### src/rtl/spi_frame_writer.sv
// Turns 3-byte SPI frames into board RAM writes, a held score and CLEAR sweeps.
// Chip select is synchronised into clk; its falling edge marks the frame end.
module spi_frame_writer #(
    parameter int unsigned ADDR_W      = 10,
    parameter int unsigned DATA_W      = 8,
    parameter int unsigned DEPTH       = 768,
    parameter int unsigned SYNC_STAGES = 2
) (
    input  logic              clk,
    input  logic              resetB,
    input  logic              cs,
    input  logic [7:0]        command,
    input  logic [7:0]        databyte1,
    input  logic [7:0]        databyte2,
    output logic              we,
    output logic [ADDR_W-1:0] waddr,
    output logic [DATA_W-1:0] wdata,
    output logic [9:0]        score,
    output logic              busy,
    output logic              frame_done,
    output logic [7:0]        drop_cnt
);

    localparam logic [ADDR_W-1:0] LAST_ADDR = ADDR_W'(DEPTH - 1);
    localparam logic [3:0] OP_WRITE_CELL = 4'h1;
    localparam logic [3:0] OP_SET_SCORE  = 4'h2;
    localparam logic [3:0] OP_CLEAR      = 4'h3;

    typedef enum logic [1:0] {
        IDLE,
        DECODE,
        WRITE,
        CLEAR
    } state_t;

    state_t                 state;
    logic [SYNC_STAGES-1:0] cs_sync;
    logic                   cs_prev;
    logic [ADDR_W-1:0]      clr_addr;

    logic                   cs_fall_c;
    logic [3:0]             op_c;
    logic [ADDR_W-1:0]      cell_addr_c;
    logic                   cell_ok_c;

    // Frame end: synchronised chip select falling 1->0
    assign cs_fall_c   = cs_prev & ~cs_sync[SYNC_STAGES-1];
    assign op_c        = command[7:4];
    assign cell_addr_c = ADDR_W'({command[1:0], databyte1});
    assign cell_ok_c   = (cell_addr_c <= LAST_ADDR);

    always_ff @(posedge clk or negedge resetB) begin
        if (!resetB) begin
            state      <= IDLE;
            cs_sync    <= '0;
            cs_prev    <= 1'b0;
            clr_addr   <= '0;
            we         <= 1'b0;
            waddr      <= '0;
            wdata      <= '0;
            score      <= '0;
            busy       <= 1'b0;
            frame_done <= 1'b0;
            drop_cnt   <= '0;
        end else begin
            cs_sync    <= {cs_sync[SYNC_STAGES-2:0], cs};
            cs_prev    <= cs_sync[SYNC_STAGES-1];
            we         <= 1'b0;
            frame_done <= 1'b0;

            case (state)
                CLEAR: begin
                    // Frames arriving mid-sweep are dropped and counted
                    if (cs_fall_c && (drop_cnt != 8'hFF)) begin
                        drop_cnt <= drop_cnt + 8'd1;
                    end
                    if (clr_addr == LAST_ADDR) begin
                        busy  <= 1'b0;
                        state <= IDLE;
                    end else begin
                        clr_addr <= clr_addr + ADDR_W'(1);
                        waddr    <= clr_addr + ADDR_W'(1);
                        we       <= 1'b1;
                    end
                end
                default: begin
                    state <= IDLE;
                    if (cs_fall_c) begin
                        frame_done <= 1'b1;
                        state      <= DECODE;
                        case (op_c)
                            OP_WRITE_CELL: begin
                                state <= WRITE;
                                if (cell_ok_c) begin
                                    we    <= 1'b1;
                                    waddr <= cell_addr_c;
                                    wdata <= DATA_W'(databyte2);
                                end
                            end
                            OP_SET_SCORE: begin
                                score <= {command[1:0], databyte1};
                            end
                            OP_CLEAR: begin
                                state    <= CLEAR;
                                busy     <= 1'b1;
                                we       <= 1'b1;
                                waddr    <= '0;
                                wdata    <= DATA_W'(databyte2);
                                clr_addr <= '0;
                            end
                            default: ;
                        endcase
                    end
                end
            endcase
        end
    end

endmodule
### config.mk
export PLATFORM = sky130hd
export DESIGN_NAME = spi_frame_writer
export DESIGN_NICKNAME = d
export VERILOG_FILES = /design/src/rtl/spi_frame_writer.sv
export SDC_FILE = /design/constraint.sdc
export NUM_CORES = 1
export LEC_CHECK = 0
export CAP_MARGIN = 10
export CORE_MARGIN = 8
export CORE_UTILIZATION = 43
export DETAILED_ROUTE_END_ITERATION = 8
export PLACE_DENSITY_LB_ADDON = 0.1
export SLEW_MARGIN = 10
export SYNTH_ARGS = -nofsm -noshare
export SYNTH_HDL_FRONTEND = slang
export SYNTH_SLANG_ARGS = --single-unit
### constraint.sdc
create_clock -name clk -period 1.9 [get_ports clk]
set_input_delay 0.38 -clock clk [delete_from_list [all_inputs] [get_ports clk]]
set_output_delay 0.38 -clock clk [all_outputs]
set_load 0.005 [all_outputs]
======== Yosys cells after proc, flatten, opt, wreduce, memory -nomap -nowiden ========
Cells that the tools add are included.
Widths: inputs -> output; s select.
operators by class
  $add $sub $neg .......................... 2
  order comparisons ....................... 1
  eq/ne operators ......................... 10
  bitwise logic cells ..................... 3
  mux-type cells .......................... 25
  divide/modulo/power cells ............... 0
  multipliers ............................. 0
  shift-type cells ........................ 0
  reduce and logical (&&, ||, !) cells .... 11
operators with widths
  kind                   number
  $mux 10                7
  $pmux 10 s2            1
  $pmux 8 s2             1
  $add 10x1->10 const B  1
  $eq 10x10->1 const B   1
  $le 10x10->1 const B   1
  $mux 1                 10
  $reduce_and 3->1       3
  $add 8x1->8 const B    1
  $eq 4x2->1 const B     2
  $mux 8                 1
  $ne 8x8->1 const B     1
  $reduce_and 4->1       2
  $mux 2                 3
  $ne 2x2->1 const B     3
  $reduce_bool 2->1      3
  $eq 4x1->1 const B     1
  $pmux 2 s2             1
  $ne 3x2->1 const B     1
  $reduce_bool 3->1      1
  $eq 2x2->1 const B     1
  $not 1->1              2
  $pmux 1 s2             1
  $reduce_and 2->1       1
  2 further kinds        2
word-level totals
  memories kept ........................... 0
  latch bits .............................. 0
  bits in read-only memories .............. 0
  memory bits (writable) .................. 0
  bits in registers ....................... 54

======== Logic depth before layout (Yosys ltp) ========
  depth after elaboration ................. 5
  gate-level depth with buffers ........... 6

======== Worst setup path after synthesis ========
Ideal clock, no wire load.
  kind .................................... register to register
  start point ............................. register clr_addr[0]
  end point ............................... register waddr[0]
  path buffers ............................ 1
  cell stages (with the launch flop) ...... 7
  clock period less this slack ............ 1,835 ps
  arrival time ............................ 1,710 ps
  setup time .............................. 125 ps
  setup slack ............................. 65 ps
  cell sequence ........................... dfrtp_1 ha_1 and4_4 a31oi_4 or2_4 buf_6 mux2_4
between the ends
  word-level cells in the longest chain between the ends .. 3
RTL lines
  element                                               line    RTL
  start: declaration                                    39      logic [ADDR_W-1:0] clr_addr;
  start signal: assignment                              81      clr_addr <= clr_addr + ADDR_W'(1);
  $add 10x1->10 / $eq 10x10->1 (equally long branches)  82, 77
  $mux 10 / $ne 2x2->1 (equally long branches)          -
  $mux 10 / $reduce_and 4->1 (equally long branches)    -
  end signal: assignment                                82      waddr <= clr_addr + ADDR_W'(1);
  end signal: assignment                                96      waddr <= cell_addr_c;
  end: declaration                                      16      output logic [ADDR_W-1:0] waddr,
Parallel ways exist; a longest one is shown, timed or not. The select of a mux whose other input is x is not followed.
A chain may end at the register's enable or synchronous reset.

======== Worst setup path in the final report ========
  start point ............................. input port command[4]
  end point ............................... register clr_addr[1]
between the ends
  word-level cells in the longest chain between the ends .. 3
RTL lines
  element                             line  RTL
  start: declaration                  12    input logic [7:0] command,
  $eq 4x2->1                          91    case (op_c)
  $reduce_bool 2->1 (no source line)  -
  $reduce_and 3->1 (no source line)   -
Every way passes these cells.

==> reports/results.ini <==
[clock_tree]
cts_tree=done
cts_buffers=5
cts_sinks=54
insertion_delay_ns=0.31
cts_root_buf=clkbuf_8
hold_buffers=0
cts_setup_buffers=0
clockBufferDepth=2
htreeDepth=2
path_clk_slew_ns=0.09

[global_routing]
busiest_layer=met2
grt_util_met2_pct=22.0
overflow=0
grt_pass1_vias=1840
met3_usage_pct=5.60
grt_start_max_net_pins=55
grt_usage_pct=14.2
grt_pass1_wl_um=9470
met1_usage_pct=17.8
antenna_found_initial=0

[hold_path]
hold_path_class=in -> async

[routing]
drc=0
wl_per_cell_um=16.1
num_vias=1829
via_per_inst=5.14
ant_nets=0
drt_iter0_drc=74
drt_wl_total_um=5730
dr.pass1.iters=4

[power_and_ir_drop]
internal_power_mw=1.72
clkPwrFrac_pct=29.8
switchingPower_uw=588
switching_share_pct=25.5
p_leak_nw=1.49
power_frac_comb_pct=14.2
p_per_area_mw_per_mm2=686
p_seq_share_pct=56.0
vdd_ir_drop_max_uv=421

[flow_run]
cap_viol_max_count=0

[worst_setup_path]
worstPathMaxFanout=5
r2r-end=waddr[4]$_DFFE_PN0P_
critPathCaptureType=flip-flop
required_ns=2.10
r2r_slack_ns=0.20
arrival_ns=2.05
critPathLaunchType=primary input
rr_startpoint=clr_addr[0]$_DFFE_PN0P_
startpoint=command[4]
rr_worst_depth=5
crit_type=in -> reg

[synthesis]
post-synth-top-count-cell=dfrtp_1
synthXorXnorAreaFrac_pct=3.63
yosys.cell_types.count=45
synthSimpleGateAreaFrac_pct=12.6
synthCells=199
ys_seq_elements=54
synth_common_cells=dfrtp_1 (54), mux2_2 (23), nand2_1 (13)
yosys.area.top_type=dfrtp_1
syn_nets=228
muxShareOfSynthArea_pct=13.8
syn_area_per_cell_um2=12.1
synth_area_mm2=0.00241
ys_async_sr_fraction_pct=100
synth_edf_count=0
synth_top_family_by_area=multiplexers
synth_top_area_share_pct=56.0
yosys-top-cells-area=dfrtp_1 (56%), mux2_2 (11%), xor2_1 (2.9%), nor3_1 (2.5%), nand2_1 (2.0%)
ys_warn_count=0
ys_seq_area_share_pct=56.0
synth-compound-area-share_pct=10.4
synth_flop_cell=dfrtp_1
synthAdderAreaFrac_pct=1.04

[status]
status=complete, no violations

[sta]
finalHoldViolations=0
finClkSkew_ns=0.00973
setup_tns_ns=0
maxSlewViolCount=0
setup_violations=0
max_freq_ghz=0.540
min_period_ns=1.85
rsz0062_at_grt=no
period_share_pct=97.4
worst_pin_slew_ns=0.375
slew_headroom_pct=74.7

[die]
core_area_mm2=0.00547
initial_utilization_pct=44.1
io_pins=66
dieArea_mm2=0.00827
fp.dieW_um=90.9
dieHeight_um=90.9
rows=27

[layout]
diodes=0
synthToLayoutAreaGrowth_pct=39.4
fillers=462
drive_above_1_share_pct=22.5
nets=312
fin_area_mm2=0.00337
multi_input_comb_area_mm2=0.00101
register_area_mm2=0.00135

[place]
portBuffers=63
dp_hpwl_um=4200
dpl-instance-area_mm2=0.00326
gp_congestion=0.817

-- kinds of logic after synthesis --
family          after synthesis
simple gates                 58
flops                        54
compound gates               33
mux                          29
buf+inv                      13
xor+xnor                     10
fa+ha+maj                     2
-- sequential cells by signal, summed over array words and instances (netlist names) --
| register | count |
|---|---|
| clr_addr | 10 |
| busy | 1 |
| state | 2 |
| we | 1 |
| drop_cnt | 8 |
| score | 10 |
| wdata | 8 |
| cs_sync | 2 |
| cs_prev | 1 |
| waddr | 10 |
| frame_done | 1 |
-- critical path: stages --
cell and delay [ns]:
clkdlybuf4s50_1 0.49, or3b_4 0.40, nor3_2 0.21, a21o_2 0.23
mux2_2 0.34
-- cells in the final DEF (no fill, tap or decap), types with 6 or more instances in the layout --
master / count
o21ai_0: 6
clkdlybuf4s50_1: 62
clkbuf_8: 6
dfrtp_1: 54
inv_1: 7
nor2_1: 7
nand3_1: 8
nand2_1: 13
buf_4: 19
xor2_1: 8
mux2_2: 23
a21oi_1: 6
nor3_1: 11
-- worst max-delay path by stage --
stage | endpoint | slack, ns | depth (start not counted)
after floorplan | waddr[0]$_DFFE_PN0P_ | 0.07 | 6
after global placement | clr_addr[1]$_DFFE_PN0P_ | -0.35 | 5
after detailed placement | clr_addr[8]$_DFFE_PN0P_ | -0.39 | 5
after CTS | clr_addr[1]$_DFFE_PN0P_ | 0.01 | 5
after global routing | waddr[2]$_DFFE_PN0P_ | 0.02 | 7
final | clr_addr[1]$_DFFE_PN0P_ | 0.05 | 5
-- layout make-up --
cell class | count | area share (%)
Timing Repair Buffer | 83 | 23.4
Multi-Input combinational cell | 132 | 30.0
Tap cell | 72 | 2.68
Sequential cell | 54 | 40.1
Inverter | 7 | 0.781
Clock buffer | 6 | 2.45
Clock inverter | 2 | 0.483
-- what timing repair did --
action	in CTS	in global routing
pin swaps	0	2
gates cloned	0	0
endpoints found under the setup margin	3	3
resized for setup	1	1
-- metal layers --
layer / up-vias / routed length (µm)
met1: 881 / 2550
met5: - / 0
met4: 0 / 93
met2: 50 / 2650
li1: 889 / -
met3: 9 / 436
-- power by group through the flow --
stage	Sequential (mW)	Clock, mW	Combinational (mW)
floorplan	1.31	0	0.101
global placement	1.32	0	0.328
detailed placement	1.32	0	0.334
CTS	1.29	0.711	0.335
global route	1.31	0.747	0.365
finish	1.29	0.689	0.327
-- stage by stage --
step	worst slack, ns	power, mW	cells	utilization (%)	hold WS (ns)
6_report	0.0487	2.31	356	61.5	0.0527
2_1_floorplan	0.0653	1.41	199	-	0.0844
3_5_place_dp	-0.387	1.65	348	59.6	0.335
5_1_grt	0.0191	2.42	356	61.5	0.0802
4_1_cts	0.0112	2.34	356	61.5	0.0599
3_3_place_gp	-0.347	1.64	348	59.6	0.336
Note: power is estimated with default switching activity, not from simulation.
